File: src/rtl/gpu_cmd_decoder.sv
// Byte-stream FILL/BLIT packet decoder that range-checks operands and issues
// start strobes to the graphics card, pacing each issue against the card's busy.
module gpu_cmd_decoder #(
  parameter int unsigned X_MAX = 319,
  parameter int unsigned Y_MAX = 199
) (
  input  logic       clk,
  input  logic       reset_n,
  input  logic [7:0] in_data,
  input  logic       in_valid,
  output logic       in_ready,
  input  logic       gpu_busy,
  input  logic       gpu_error,
  output logic [8:0] X1,
  output logic [7:0] Y1,
  output logic [8:0] X2,
  output logic [7:0] Y2,
  output logic [8:0] blit_x_width,
  output logic [7:0] blit_y_height,
  output logic       fill_value,
  output logic       start_fill,
  output logic       start_blit,
  output logic       cmd_reject,
  output logic       err_sticky,
  output logic [7:0] cmd_count
);

  localparam logic [7:0] OpFill   = 8'h46;
  localparam logic [7:0] OpBlit   = 8'h42;
  localparam logic [8:0] XMax     = X_MAX[8:0];
  localparam logic [7:0] YMax     = Y_MAX[7:0];
  localparam logic [3:0] LastFill = 4'd6;
  localparam logic [3:0] LastBlit = 4'd8;

  typedef enum logic [2:0] {
    StIdle,
    StPayload,
    StCheck,
    StWaitIdle,
    StIssue,
    StArm,
    StWaitDone
  } state_e;

  state_e     state_q, state_d;
  logic       is_blit_q, is_blit_d;
  logic [3:0] cnt_q, cnt_d;
  logic       hi_bad_q, hi_bad_d;

  // Shadow operands being assembled from the byte stream
  logic [8:0] sh_x1_q, sh_x1_d, sh_x2_q, sh_x2_d, sh_w_q, sh_w_d;
  logic [7:0] sh_y1_q, sh_y1_d, sh_y2_q, sh_y2_d, sh_h_q, sh_h_d;
  logic       sh_fv_q, sh_fv_d;

  // Operands presented to the card
  logic [8:0] x1_q, x1_d, x2_q, x2_d, w_q, w_d;
  logic [7:0] y1_q, y1_d, y2_q, y2_d, h_q, h_d;
  logic       fv_q, fv_d;

  logic       start_fill_q, start_fill_d;
  logic       start_blit_q, start_blit_d;
  logic       reject_q, reject_d;
  logic       err_q, err_d;
  logic [7:0] count_q, count_d;

  logic       accept;
  logic       last_byte;
  logic       x_bad, y_bad, blit_bad, pkt_bad;

  assign in_ready  = (state_q == StIdle) || (state_q == StPayload);
  assign accept    = in_valid && in_ready;
  assign last_byte = (cnt_q == (is_blit_q ? LastBlit : LastFill));

  assign x_bad    = (sh_x1_q > XMax) || (sh_x2_q > XMax);
  assign y_bad    = (sh_y1_q > YMax) || (sh_y2_q > YMax);
  assign blit_bad = is_blit_q &&
                    ((sh_w_q > XMax) || (sh_h_q > YMax) || (sh_w_q == 9'd0) || (sh_h_q == 8'd0));
  assign pkt_bad  = hi_bad_q || x_bad || y_bad || blit_bad;

  always_comb begin
    state_d      = state_q;
    is_blit_d    = is_blit_q;
    cnt_d        = cnt_q;
    hi_bad_d     = hi_bad_q;
    sh_x1_d      = sh_x1_q;
    sh_y1_d      = sh_y1_q;
    sh_x2_d      = sh_x2_q;
    sh_y2_d      = sh_y2_q;
    sh_w_d       = sh_w_q;
    sh_h_d       = sh_h_q;
    sh_fv_d      = sh_fv_q;
    x1_d         = x1_q;
    y1_d         = y1_q;
    x2_d         = x2_q;
    y2_d         = y2_q;
    w_d          = w_q;
    h_d          = h_q;
    fv_d         = fv_q;
    start_fill_d = 1'b0;
    start_blit_d = 1'b0;
    reject_d     = 1'b0;
    err_d        = err_q;
    count_d      = count_q;

    unique case (state_q)
      StIdle: begin
        if (accept) begin
          if ((in_data == OpFill) || (in_data == OpBlit)) begin
            is_blit_d = (in_data == OpBlit);
            cnt_d     = 4'd0;
            hi_bad_d  = 1'b0;
            state_d   = StPayload;
          end else begin
            // Unknown opcode is dropped so the stream can resynchronise
            reject_d = 1'b1;
          end
        end
      end

      StPayload: begin
        if (accept) begin
          cnt_d = cnt_q + 4'd1;
          case (cnt_q)
            4'd0: begin
              sh_x1_d[8] = in_data[0];
              hi_bad_d   = hi_bad_q || (|in_data[7:1]);
            end
            4'd1: sh_x1_d[7:0] = in_data;
            4'd2: sh_y1_d = in_data;
            4'd3: begin
              sh_x2_d[8] = in_data[0];
              hi_bad_d   = hi_bad_q || (|in_data[7:1]);
            end
            4'd4: sh_x2_d[7:0] = in_data;
            4'd5: sh_y2_d = in_data;
            4'd6: begin
              if (is_blit_q) begin
                sh_w_d[8] = in_data[0];
                hi_bad_d  = hi_bad_q || (|in_data[7:1]);
              end else begin
                sh_fv_d = in_data[0];
              end
            end
            4'd7: sh_w_d[7:0] = in_data;
            4'd8: sh_h_d = in_data;
            default: ;
          endcase
          if (last_byte) state_d = StCheck;
        end
      end

      StCheck: begin
        if (pkt_bad) begin
          reject_d = 1'b1;
          state_d  = StIdle;
        end else begin
          state_d = StWaitIdle;
        end
      end

      StWaitIdle: begin
        if (!gpu_busy) begin
          x1_d = sh_x1_q;
          y1_d = sh_y1_q;
          x2_d = sh_x2_q;
          y2_d = sh_y2_q;
          if (is_blit_q) begin
            w_d          = sh_w_q;
            h_d          = sh_h_q;
            start_blit_d = 1'b1;
          end else begin
            fv_d         = sh_fv_q;
            start_fill_d = 1'b1;
          end
          count_d = count_q + 8'd1;
          state_d = StIssue;
        end
      end

      StIssue: state_d = StArm;

      // The card raises busy only after seeing start, so busy is not sampled here
      StArm: begin
        if (gpu_error) err_d = 1'b1;
        state_d = StWaitDone;
      end

      StWaitDone: begin
        if (gpu_error) err_d = 1'b1;
        if (!gpu_busy) state_d = StIdle;
      end

      default: state_d = StIdle;
    endcase
  end

  always_ff @(posedge clk or negedge reset_n) begin
    if (!reset_n) begin
      state_q      <= StIdle;
      is_blit_q    <= 1'b0;
      cnt_q        <= 4'd0;
      hi_bad_q     <= 1'b0;
      sh_x1_q      <= 9'd0;
      sh_y1_q      <= 8'd0;
      sh_x2_q      <= 9'd0;
      sh_y2_q      <= 8'd0;
      sh_w_q       <= 9'd0;
      sh_h_q       <= 8'd0;
      sh_fv_q      <= 1'b0;
      x1_q         <= 9'd0;
      y1_q         <= 8'd0;
      x2_q         <= 9'd0;
      y2_q         <= 8'd0;
      w_q          <= 9'd0;
      h_q          <= 8'd0;
      fv_q         <= 1'b0;
      start_fill_q <= 1'b0;
      start_blit_q <= 1'b0;
      reject_q     <= 1'b0;
      err_q        <= 1'b0;
      count_q      <= 8'd0;
    end else begin
      state_q      <= state_d;
      is_blit_q    <= is_blit_d;
      cnt_q        <= cnt_d;
      hi_bad_q     <= hi_bad_d;
      sh_x1_q      <= sh_x1_d;
      sh_y1_q      <= sh_y1_d;
      sh_x2_q      <= sh_x2_d;
      sh_y2_q      <= sh_y2_d;
      sh_w_q       <= sh_w_d;
      sh_h_q       <= sh_h_d;
      sh_fv_q      <= sh_fv_d;
      x1_q         <= x1_d;
      y1_q         <= y1_d;
      x2_q         <= x2_d;
      y2_q         <= y2_d;
      w_q          <= w_d;
      h_q          <= h_d;
      fv_q         <= fv_d;
      start_fill_q <= start_fill_d;
      start_blit_q <= start_blit_d;
      reject_q     <= reject_d;
      err_q        <= err_d;
      count_q      <= count_d;
    end
  end

  assign X1            = x1_q;
  assign Y1            = y1_q;
  assign X2            = x2_q;
  assign Y2            = y2_q;
  assign blit_x_width  = w_q;
  assign blit_y_height = h_q;
  assign fill_value    = fv_q;
  assign start_fill    = start_fill_q;
  assign start_blit    = start_blit_q;
  assign cmd_reject    = reject_q;
  assign err_sticky    = err_q;
  assign cmd_count     = count_q;

endmodule

File: config.mk
export PLATFORM = sky130hd
export DESIGN_NAME = gpu_cmd_decoder
export DESIGN_NICKNAME = d
export VERILOG_FILES = /design/src/rtl/gpu_cmd_decoder.sv
export SDC_FILE = /design/constraint.sdc
export NUM_CORES = 1
export LEC_CHECK = 0
export CORE_MARGIN = 2
export CORE_UTILIZATION = 40
export DETAILED_ROUTE_END_ITERATION = 7
export HOLD_SLACK_MARGIN = 0.06
export PLACE_DENSITY = 0.67
export SYNTH_ARGS = -nofsm -noshare
export SYNTH_HDL_FRONTEND = slang
export SYNTH_SLANG_ARGS = --single-unit
export TNS_END_PERCENT = 100
File: constraint.sdc
create_clock -name clk -period 5.6 [get_ports clk]
set_input_delay 0.84 -clock clk [delete_from_list [all_inputs] [get_ports clk]]
set_output_delay 0.84 -clock clk [all_outputs]
set_load 0.02 [all_outputs]
Word level (Yosys, flattened, before mapping). Cells that the tools add are included.

Output and inout port bits: 65. Word-level logic and storage cells: 129. Register bits after elaboration: 125. Memories kept: 0. Memory bits (read-only): 0. Input port bits: 13. Bits in writable memories: 0. Bits in latches: 0.

Reductions and logical operators: 39. Div/mod/pow operators: 0. $mul: 0. Shifts and indexed selects: 0. Muxes and demuxes: 29. Add/sub/neg operators: 2. Eq/ne operators: 25. Bitwise logic cells: 2. Magnitude comparators: 6.

Operator list (number): 3-bit AND reduction (11); 9-bit > comparator, second input constant (3); 8-bit > comparator, second input constant (3); 3-bit one-hot mux with 7 select lines (1); 3-bit 2-to-1 mux (6); 4-bit by 3-bit equality test with 1-bit output, second input constant (4); 8-bit by 7-bit equality test with 1-bit output, second input constant (2); 4-bit 2-to-1 mux (4); 1-bit 2-to-1 mux (13); 4-bit AND reduction (3); 6-bit AND reduction (2); 1-bit logical OR (11); 2-bit inequality test, second input constant (5); 3-bit equality test, second input constant (3); 9-bit logical NOT (1); 8-bit by 1-bit adder with 8-bit output, second input constant (1); 4-bit by 2-bit equality test with 1-bit output, second input constant (2); 8-bit logical NOT (1); 4-bit one-hot mux with 2 select lines (1); 7-bit OR reduction (1); 3-bit by 2-bit equality test with 1-bit output, second input constant (2); 1-bit one-hot mux with 2 select lines (3); 4-bit by 1-bit adder with 4-bit output, second input constant (1); 4-bit by 1-bit equality test with 1-bit output, second input constant (1); other kinds (14) (18).

Logic depth before layout (Yosys ltp). Gate-level depths: netlist of the first run.

Depth in word-level cells: 8. Mapped depth: 7.

Worst setup path before layout of the first run. No wires, ideal clock.

Path type: input to register. Start point: in in_data[3]. End point: reg is_blit_q. Arrival time: 2.284 ns. Buffers on the path: 0. Path slack: 3.238 ns. Cell stages on the path: 5. Library setup time: 0.077 ns. Cell sequence: or4_4 or4b_4 nor4_4 nor2_1 a21oi_1.

Word-level cells in the longest chain between the ends: 3. Elaborated cells on any way between the ends: 4.

Ends and longest elaborated chain: start, declared (line 9) `input logic [7:0] in_data,`; 8-bit by 7-bit equality test with 1-bit output, on equally long branches (line 108, 109); 1-bit logical OR (line 108) `if ((in_data == OpFill) || (in_data == OpBlit)) begin`; 3-bit AND reduction (no source line); end signal, assigned (line 224) `is_blit_q <= is_blit_d;`; end, declared (line 46) `logic is_blit_q, is_blit_d;`.

Several ways; a longest one is shown, not always the timed one. A chain may end at the register's enable or synchronous reset.

Worst setup path after layout of the first run.
Start point: in gpu_busy. End point: reg h_q[2], in the netlist blit_y_height[2].

Word-level cells in the longest chain between the ends: 2.

Ends and longest elaborated chain: start, declared (line 12) `input logic gpu_busy,`; 1-bit inverter (no source line); 3-bit AND reduction (no source line); end signal, assigned (line 215) `h_q <= 8'd0;`; end signal, assigned (line 239) `h_q <= h_d;`; end, declared (line 57) `logic [7:0] y1_q, y1_d, y2_q, y2_d, h_q, h_d;`.

Every way passes these cells.

==> key figures, run 1 <==
Clocking
  • Clock Tree Root: clkbuf_16
  • Clock sinks: 125
  • Clock latency of the later-clocked register in the worst-skew pair: 0.42 ns
  • Setup fix buffers added after clock tree synthesis: 0
  • TritonCTS clock tree: done
  • Cells resized by post-CTS repair: 0
  • Post-CTS Hold Buffers: 0
  • CTS buffer count: 17
  • H-Tree Level Count: 4
  • Clock Pin Slew Worst Setup and Hold Paths: 0.06 ns
  • Maximum count of clock buffers along a single path: 2

Route
  • Number of detailed-routing iterations run before antenna repair: 4
  • Initial DRC count: 209
  • Overall via count from detail_route: 3201
  • Number of nets with antenna violations after detailed routing: 0
  • Final WL: 11000 um
  • Drt via density: 5.08
  • Wirelength per Cell: 17.5 um
  • Number of remaining DRC errors: 0

Logic synthesis
  • Cell count after synthesis: 363
  • Top cell type's share of synthesized area: 60.8%
  • Cell types with the largest area share after synthesis: dfrtp_1, mux2_2, nand2_1
  • Cell types with the highest counts after synthesis: dfrtp_1, mux2_2, nand2_1, clkbuf_1
  • Flop and latch count out of synthesis: 125
  • Count of yosys warnings during synthesis: 0
  • Leading cell type by number of instances after synthesis: dfrtp_1
  • Top cell type by total area after synthesis: dfrtp_1
  • Post-Syn Nets: 381
  • Number of flops mapped to enable cells by yosys: 0
  • Syn_area_per_cell: 14.2 sq um
  • Cell variety after synth: 45
  • Portion of the post-synthesis area used by sequential elements: 60.8%
  • Async set or reset register ratio after synthesis: 100%
  • Netlist Area Pre-Place: 0.00514 sq mm
  • Synth Flop Type: dfrtp_1

Critical path
  • Element type at the critical path start: input port
  • Category of the worst setup path capture point: flop
  • Max FO, Critical Path: 19
  • Path type of the worst setup path: input port to flop
  • Worst R2R Path Depth: 4
  • Endpoint required time on the critical path: 5.90 ns
  • CP Data Arrival Time: 3.60 ns

Placement
  • Number of port buffers: 77
  • Final weighted congestion in routability-driven placement: 0.792
  • Sum of net half-perimeters after detailed placement: 7290 um
  • Post-DP Area: 0.00608 sq mm

Cells and area
  • Growth of design area from synthesis to finish: 30.2%
  • Number of nets in the final layout: 464
  • Number of filler cells placed in the layout: 1072
  • Post-route core utilization: 53.3%
  • Fraction of final layout cells sized beyond drive strength 1: 31.0%
  • Antenna cells: 0
  • Cell area after layout: 0.00670 sq mm

Floorplan
  • Die footprint: 0.0138 sq mm
  • Vertical extent of the die: 117 um
  • Core outline area: 0.0126 sq mm
  • IO Count: 78
  • Starting density of the core: 40.9%
  • Die span in x: 117 um
  • Row count: 41

Power and ir drop
  • Power density over the cells: 536 mW/mm^2
  • Worst voltage drop across the vdd grid: 0.387 mV
  • Reported leakage power: 3.10 nW

Global routing
  • Met1 routing resource usage after global routing: 22.0%
  • Met3 track demand over resource: 4.52%
  • Global-route wire length before repair: 18300 um
  • GRT met2 Usage: 27.6%
  • GRT Residual Overflow: 0
  • Total routing usage reported by global routing: 17.2%
  • Pin count of the biggest net entering global routing: 83
  • Via count of the first global-routing pass: 3424
  • Initial antenna violation count: 0
  • Global routing's busiest layer: met2

Job
  • Count of max-cap constraint violations: 0

Timing
  • Measured slew at the worst slew-check pin: 1.12 ns
  • Max Slew Vio Count: 0
  • Final TNS setup: 0 ns
  • Final setup skew: 0.00846 ns
  • Fin Hold WS: 0.459 ns
  • Slew margin rel.: 24.7%
  • Maximum frequency from static timing analysis: 0.303 GHz
  • Final critical-path required period: 3.30 ns
  • RSZ-0062 raised after global routing: false
  • Final worst path period share: 58.9%
  • Number of failing hold endpoints at the final stage: 0
  • Count of endpoints failing setup in the final report: 0

Hold path
  • Worst hold path cell count: 1
  • Tightest Hold Check Type: flop to flop

Run status
  • Outcome: completed
## area by class of cell
| cell class | instances | area, sq um | share of cell area, % |
|---|---|---|---|
| clock buffer | 21 | 450 | 6.73 |
| clock inverter | 10 | 165 | 2.47 |
| inverter | 6 | 22.5 | 0.336 |
| multi-input combinational | 217 | 1930 | 28.9 |
| sequential | 125 | 3130 | 46.7 |
| tap | 172 | 215 | 3.21 |
| timing repair buffer | 79 | 783 | 11.7 |
## metrics by stage
step | std cells | total power [mW] | setup slack (ns)
final | 630 | 3.59 | 2.30
after global routing | 630 | 3.78 | 2.07
after CTS | 630 | 3.62 | 2.27
after detailed placement | 599 | 2.46 | 1.84
after global placement | 599 | 2.44 | 1.95
after floorplan | 363 | 2.00 | 3.24
## flip-flops by register name (all words and copies together), names as in the netlist
signal         flops
X1                 9
X2                 9
Y1                 8
Y2                 8
blit_x_width       9
blit_y_height      8
cmd_count          8
cmd_reject         1
cnt_q              4
err_sticky         1
fill_value         1
hi_bad_q           1
is_blit_q          1
sh_fv_q            1
sh_h_q             8
sh_w_q             9
sh_x1_q            9
sh_x2_q            9
sh_y1_q            8
sh_y2_q            8
start_blit         1
start_fill         1
state_q            3
## worst max-delay path, stage by stage
cell,delay [ns]
clkdlybuf4s50_1,0.52
nor4b_4,1.00
nand2_1,0.74
mux2_2,0.49
## power breakdown
| group | leakage, nW | switching, mW | internal [mW] |
|---|---|---|---|
| Sequential | 1.67 | 0.242 | 1.20 |
| Clock | 0.289 | 0.391 | 0.753 |
| Combinational | 1.15 | 0.465 | 0.543 |
## metal layers
metal | vias to the layer above | share of wire (%)
li1 | 1470 | -
met1 | 1657 | 46
met2 | 61 | 49
met3 | 13 | 3.7
met4 | 0 | 1.4
met5 | - | 0
## cell families after synthesis
family                   count (synthesis)  synth area share, %
AO/OA/AOI/OAI                           29                 3.96
XOR/XNOR                                10                 1.70
adder cells (fa/ha/maj)                  5                 1.22
buffers and inverters                   21                 1.63
flip-flops                             125                 60.8
multiplexers                           103                 22.5
AND/OR/NAND/NOR                         70                 8.15
## cells in the final DEF, fill, tap and decap left out, drive strengths merged, types with 3 or more instances in the layout
| master | n |
|---|---|
| dfrtp | 125 |
| clkbuf | 21 |
| o311ai | 3 |
| buf | 3 |
| inv | 6 |
| nand3 | 3 |
| xnor2 | 3 |
| and2 | 4 |
| nor3 | 7 |
| nand4 | 3 |
| bufinv | 4 |
| o21ai | 9 |
| nor2b | 3 |
| xor2 | 7 |
| nor4 | 5 |
| clkdlybuf4s50 | 76 |
| clkinvlp | 3 |
| clkinv | 3 |
| nand2 | 23 |
| ha | 5 |
| mux2 | 103 |
| a21oi | 3 |
| nor2 | 10 |
## worst paths after layout
path,start,to,slack (ns)
max,gpu_busy,blit_y_height[2]$_DFFE_PN0P_,2.30
min,err_sticky$_DFFE_PN0P_,err_sticky$_DFFE_PN0P_,0.46
max reg2reg,state_q[0]$_DFFE_PN0P_,blit_y_height[2]$_DFFE_PN0P_,2.46
min reg2reg,err_sticky$_DFFE_PN0P_,err_sticky$_DFFE_PN0P_,0.46
max in group asynchronous,reset_n,state_q[0]$_DFFE_PN0P_,3.83
min in group asynchronous,reset_n,X2[4]$_DFFE_PN0P_,0.60
(Power assumes the default switching activity.)
==> run 2, diff against run 1 <==
--- a/config.mk
+++ b/config.mk
@@ -9,7 +9,7 @@
 export CORE_UTILIZATION = 40
 export DETAILED_ROUTE_END_ITERATION = 7
 export HOLD_SLACK_MARGIN = 0.06
-export PLACE_DENSITY = 0.67
+export PLACE_DENSITY = 0.69
 export SYNTH_ARGS = -nofsm -noshare
 export SYNTH_HDL_FRONTEND = slang
 export SYNTH_SLANG_ARGS = --single-unit
==> constraint.sdc (replaced) <==
create_clock -name clk -period 2.9 [get_ports clk]
set_input_delay 0.435 -clock clk [delete_from_list [all_inputs] [get_ports clk]]
set_output_delay 0.435 -clock clk [all_outputs]
set_load 0.02 [all_outputs]
==> key figures, run 2 (synthesized netlist as in run 1, its figures left out) <==
Timing
  • RSZ-0062 raised after global routing: false
  • Count of endpoints failing setup in the final report: 0
  • Slew margin rel.: 47.5%
  • Final setup skew: 0.0136 ns
  • Maximum frequency from static timing analysis: 0.419 GHz
  • Measured slew at the worst slew-check pin: 0.785 ns
  • Max Slew Vio Count: 0
  • Number of failing hold endpoints at the final stage: 0
  • Final TNS setup: 0 ns
  • Fin Hold WS: 0.469 ns
  • Final critical-path required period: 2.39 ns
  • Final worst path period share: 82.3%

Clocking
  • Clock sinks: 125
  • Setup fix buffers added after clock tree synthesis: 0
  • Clock latency of the later-clocked register in the worst-skew pair: 0.42 ns
  • Clock Tree Root: clkbuf_16
  • Clock Pin Slew Worst Setup and Hold Paths: 0.05 ns
  • Maximum count of clock buffers along a single path: 2
  • Post-CTS Hold Buffers: 1
  • Cells resized by post-CTS repair: 0
  • H-Tree Level Count: 4
  • CTS buffer count: 17
  • TritonCTS clock tree: done

Critical path
  • Path type of the worst setup path: flop to flop
  • Element type at the critical path start: flop
  • Endpoint required time on the critical path: 3.20 ns
  • Worst R2R Setup Slack: 0.51 ns
  • Category of the worst setup path capture point: flop
  • CP Data Arrival Time: 2.69 ns
  • Max FO, Critical Path: 10

Floorplan
  • IO Count: 78
  • Row count: 41
  • Core outline area: 0.0126 sq mm
  • Die span in x: 117 um
  • Starting density of the core: 40.9%
  • Vertical extent of the die: 117 um
  • Die footprint: 0.0138 sq mm

Global routing
  • Via count of the first global-routing pass: 3498
  • Global-route wire length before repair: 18600 um
  • Total routing usage reported by global routing: 17.4%
  • Pin count of the biggest net entering global routing: 55
  • GRT Residual Overflow: 0
  • Initial antenna violation count: 0

Route
  • Overall via count from detail_route: 3278
  • Drt via density: 5.11
  • Initial DRC count: 207
  • Wirelength per Cell: 17.3 um
  • Number of nets with antenna violations after detailed routing: 0
  • Number of detailed-routing iterations run before antenna repair: 4
  • Number of remaining DRC errors: 0
  • Final WL: 11100 um

Power and ir drop
  • Power density over the cells: 994 mW/mm^2
  • Worst voltage drop across the vdd grid: 0.507 mV
  • Reported leakage power: 3.14 nW

Cells and area
  • Most used cells in the layout excluding fill and tap cells: dfrtp_1, mux2_2, clkdlybuf4s50_1
  • Post-route core utilization: 53.6%
  • Antenna cells: 0
  • Non-filler instance count after layout: 642
  • Fraction of final layout cells sized beyond drive strength 1: 32.6%
  • Leading cell type in the layout, fill and taps excluded: dfrtp_1
  • Number of nets in the final layout: 477
  • Growth of design area from synthesis to finish: 31.0%

Placement
  • Number of port buffers: 77
  • Sum of net half-perimeters after detailed placement: 7770 um
  • Final weighted congestion in routability-driven placement: 0.796
  • Number of cells in the design after placement: 611

Hold path
  • Tightest Hold Check Type: flop to flop

Run status
  • Outcome: completed

Job
  • Count of max-cap constraint violations: 0
## run 2: cell count changes in the layout (fill, tap and decap cells not counted)
cell / previous run / this run
clkbuf_8: 1 / 3
bufinv_16: 4 / 1
buf_12: 0 / 1
clkinv_2: 1 / 4
clkinvlp_4: 3 / 2
clkinv_4: 2 / 0
buf_4: 3 / 14
dlygate4sd3_1: 0 / 1
## run 2: layer usage
layer | track usage [%] | wire, um | part of all wire (%)
met5 | 0 | 0 | 0
met4 | 7.68 | 188 | 1.7
met3 | 4.67 | 462 | 4.2
met2 | 26.8 | 5410 | 49
met1 | 23.1 | 5040 | 45
## run 2: final timing paths
path,from,depth (start not counted),to
max,state_q[2]$_DFFE_PN0P_,5,sh_y1_q[0]$_DFFE_PN0P_
min,cmd_count[7]$_DFFE_PN0P_,1,cmd_count[7]$_DFFE_PN0P_
max reg2reg,state_q[2]$_DFFE_PN0P_,5,sh_y1_q[0]$_DFFE_PN0P_
min reg2reg,cmd_count[7]$_DFFE_PN0P_,1,cmd_count[7]$_DFFE_PN0P_
max in group asynchronous,reset_n,3,Y2[6]$_DFFE_PN0P_
min in group asynchronous,reset_n,2,sh_h_q[3]$_DFFE_PN0P_
## run 2: cell type report
class / count / area [sq um]
Clock buffer: 23 / 478
Clock inverter: 7 / 65.1
Fill cell: 1059 / 5830
Inverter: 6 / 22.5
Multi-Input combinational cell: 217 / 1930
Sequential cell: 125 / 3130
Tap cell: 172 / 215
Timing Repair Buffer: 92 / 896
## run 2: power by group
part / leakage, nW / internal [mW] / switching (mW)
registers: 1.67 / 2.31 / 0.469
clock network: 0.265 / 1.23 / 0.715
logic: 1.21 / 1.06 / 0.913
total: 3.14 / 4.60 / 2.10
## run 2: worst max-delay path: stages, from the launching register on
cell,delay (ns)
dfrtp_1,0.54
nor2_4,0.29
nand3_1,0.24
nor3_1,0.37
and2_1,0.44
mux2_2,0.39
## run 2: through the flow
| step | area (sq um) | worst slack (ns) | power [mW] |
|---|---|---|---|
| after floorplan | 5140 | 0.875 | 3.87 |
| after global placement | 6180 | 0.399 | 4.72 |
| after detailed placement | 6180 | 0.343 | 4.79 |
| after CTS | 6740 | 0.507 | 6.77 |
| after global routing | 6740 | 0.291 | 7.07 |
| final | 6740 | 0.513 | 6.70 |
==> run 3, diff against run 2 <==
==> constraint.sdc (replaced) <==
create_clock -name clk -period 2 [get_ports clk]
set_input_delay 0.3 -clock clk [delete_from_list [all_inputs] [get_ports clk]]
set_output_delay 0.3 -clock clk [all_outputs]
set_load 0.02 [all_outputs]
==> key figures, run 3 (synthesized netlist as in run 1, its figures left out) <==
Power and ir drop
  • Power density over the cells: 1440 mW/mm^2
  • Reported leakage power: 3.32 nW
  • PnR Total Power: 10.1 mW
  • Worst voltage drop across the vdd grid: 0.815 mV

Clocking
  • Clock Tree Root: clkbuf_16
  • H-Tree Level Count: 4
  • CTS buffer count: 17
  • Maximum count of clock buffers along a single path: 2
  • Clock sinks: 125
  • Clock latency of the later-clocked register in the worst-skew pair: 0.42 ns
  • TritonCTS clock tree: done
  • Clock Pin Slew Worst Setup and Hold Paths: 0.06 ns

Route
  • Number of remaining DRC errors: 0
  • Final WL: 11400 um
  • Number of nets with antenna violations after detailed routing: 0
  • Wirelength per Cell: 17.2 um
  • Overall via count from detail_route: 3331
  • Initial DRC count: 132
  • Drt via density: 5.01
  • Number of detailed-routing iterations run before antenna repair: 4

Cells and area
  • Growth of design area from synthesis to finish: 36.6%
  • Most used cells in the layout excluding fill and tap cells: dfrtp_1, mux2_2, clkdlybuf4s50_1
  • Area taken by flip-flops and latches: 0.00313 sq mm
  • Post-route core utilization: 55.9%
  • Multi-input logic area: 0.00195 sq mm
  • Antenna cells: 0
  • Leading cell type in the layout, fill and taps excluded: dfrtp_1
  • Fraction of final layout cells sized beyond drive strength 1: 36.5%
  • Number of filler cells placed in the layout: 1035
  • Number of nets in the final layout: 498

Critical path
  • Category of the worst setup path capture point: flop
  • Path type of the worst setup path: flop to flop
  • Max FO, Critical Path: 4
  • Element type at the critical path start: flop
  • Highest-delay cell along the critical path: or4b_2
  • Largest stage delay on the critical path: 0.70 ns
  • CP cell instances: or4b_2 -> nor4_2 -> a41o_1 -> nand4b_1 -> o311ai_0
  • Endpoint required time on the critical path: 2.27 ns
  • CP Data Arrival Time: 2.10 ns

Global routing
  • Total routing usage reported by global routing: 17.9%
  • Pin count of the biggest net entering global routing: 50
  • Initial antenna violation count: 0
  • Via count of the first global-routing pass: 3554
  • GRT Residual Overflow: 0
  • Global-route wire length before repair: 19200 um

Floorplan
  • Die span in x: 117 um
  • Die footprint: 0.0138 sq mm
  • IO Count: 78
  • Core outline area: 0.0126 sq mm
  • Vertical extent of the die: 117 um
  • Row count: 41
  • Starting density of the core: 40.9%

Placement
  • Sum of net half-perimeters after detailed placement: 7830 um
  • Final weighted congestion in routability-driven placement: 0.739
  • Number of port buffers: 77
  • Pre-CTS setup slack: -0.383 ns

Timing
  • Maximum frequency from static timing analysis: 0.546 GHz
  • Number of failing hold endpoints at the final stage: 0
  • Final critical-path required period: 1.83 ns
  • Count of endpoints failing setup in the final report: 0
  • Measured slew at the worst slew-check pin: 0.502 ns
  • Slew margin rel.: 66.1%
  • Least setup slack across all paths after layout: 0.170 ns
  • Final setup skew: 0.0159 ns
  • Max Slew Vio Count: 0
  • RSZ-0062 raised after global routing: false
  • Final worst path period share: 91.5%

Hold path
  • Tightest Hold Check Type: input port to flop

Job
  • Count of max-cap constraint violations: 0

Run status
  • Outcome: completed
-- run 3: changes by cell type in the layout (fill, tap and decap cells not counted), sizes merged --
cell and delta:
clkdlybuf4s50 -5, bufinv +2, clkinv +1, clkbuf -3, dlymetal6s2s +4, buf +21
dlygate4sd2 +1, clkinvlp +2
-- run 3: final timing paths --
path                                           from                  endpoint  slack (ns)  cells after the start
min in group asynchronous                   reset_n    sh_y1_q[6]$_DFFE_PN0P_        0.38                      2
setup / recovery              sh_w_q[7]$_DFFE_PN0P_    state_q[0]$_DFFE_PN0P_        0.17                      5
setup reg to reg              sh_w_q[7]$_DFFE_PN0P_    state_q[0]$_DFFE_PN0P_        0.17                      5
max in group asynchronous                   reset_n  cmd_count[1]$_DFFE_PN0P_        1.01                      3
hold reg to reg            cmd_count[7]$_DFFE_PN0P_  cmd_count[7]$_DFFE_PN0P_        0.46                      1
hold / removal                           in_data[3]    sh_x1_q[3]$_DFFE_PN0P_        0.33                      3
-- run 3: metal layers --
layer  up-vias  share of wire (%)  GRT usage (%)
li1       1544                  -              -
met1      1707                 46           23.6
met2        73                 49           28.4
met3         7                3.6           4.82
met4         0               0.97           6.55
met5         -                  0              0
-- run 3: critical path, delay by kind of cell (launching register included) --
family	cells	cell delay, ns
compound gates	2	0.28
simple gates	3	1.00
flops	1	0.41
-- run 3: through the flow --
| step | cells | cell area, sq um | setup TNS (ns) | hold WS [ns] |
|---|---|---|---|---|
| floorplan | 363 | 5150 | 0 | 0.00441 |
| global placement | 631 | 6400 | -4.51 | 0.279 |
| detailed placement | 631 | 6400 | -4.58 | 0.287 |
| CTS | 664 | 7000 | 0 | 0.382 |
| global route | 665 | 7030 | 0 | 0.343 |
| finish | 665 | 7030 | 0 | 0.332 |
-- run 3: area by class of cell --
| cell class | count | area share (%) |
|---|---|---|
| multi-input cells | 217 | 27.7 |
| repair buffers | 113 | 16.0 |
| clock buffers | 20 | 6.35 |
| inverters | 6 | 0.320 |
| flip-flops and latches | 125 | 44.5 |
| clock inverters | 12 | 2.06 |
| well taps | 172 | 3.06 |
-- run 3: what timing repair did --
| item | CTS | global route |
|---|---|---|
| gates resized for setup | 1 | 6 |
| pin swaps | 0 | 5 |
| hold endpoints to repair | 32 | 0 |
| setup buffers | 0 | 1 |
| endpoints found under the setup margin | 1 | 3 |
| hold buffers | 1 | 0 |
-- run 3: report_power, final --
group | leakage [nW] | internal, mW | total, mW | switching, mW
Sequential | 1.67 | 3.35 | 3.95 | 0.600
Combinational | 1.38 | 1.65 | 3.10 | 1.45
Clock | 0.282 | 1.98 | 3.05 | 1.08
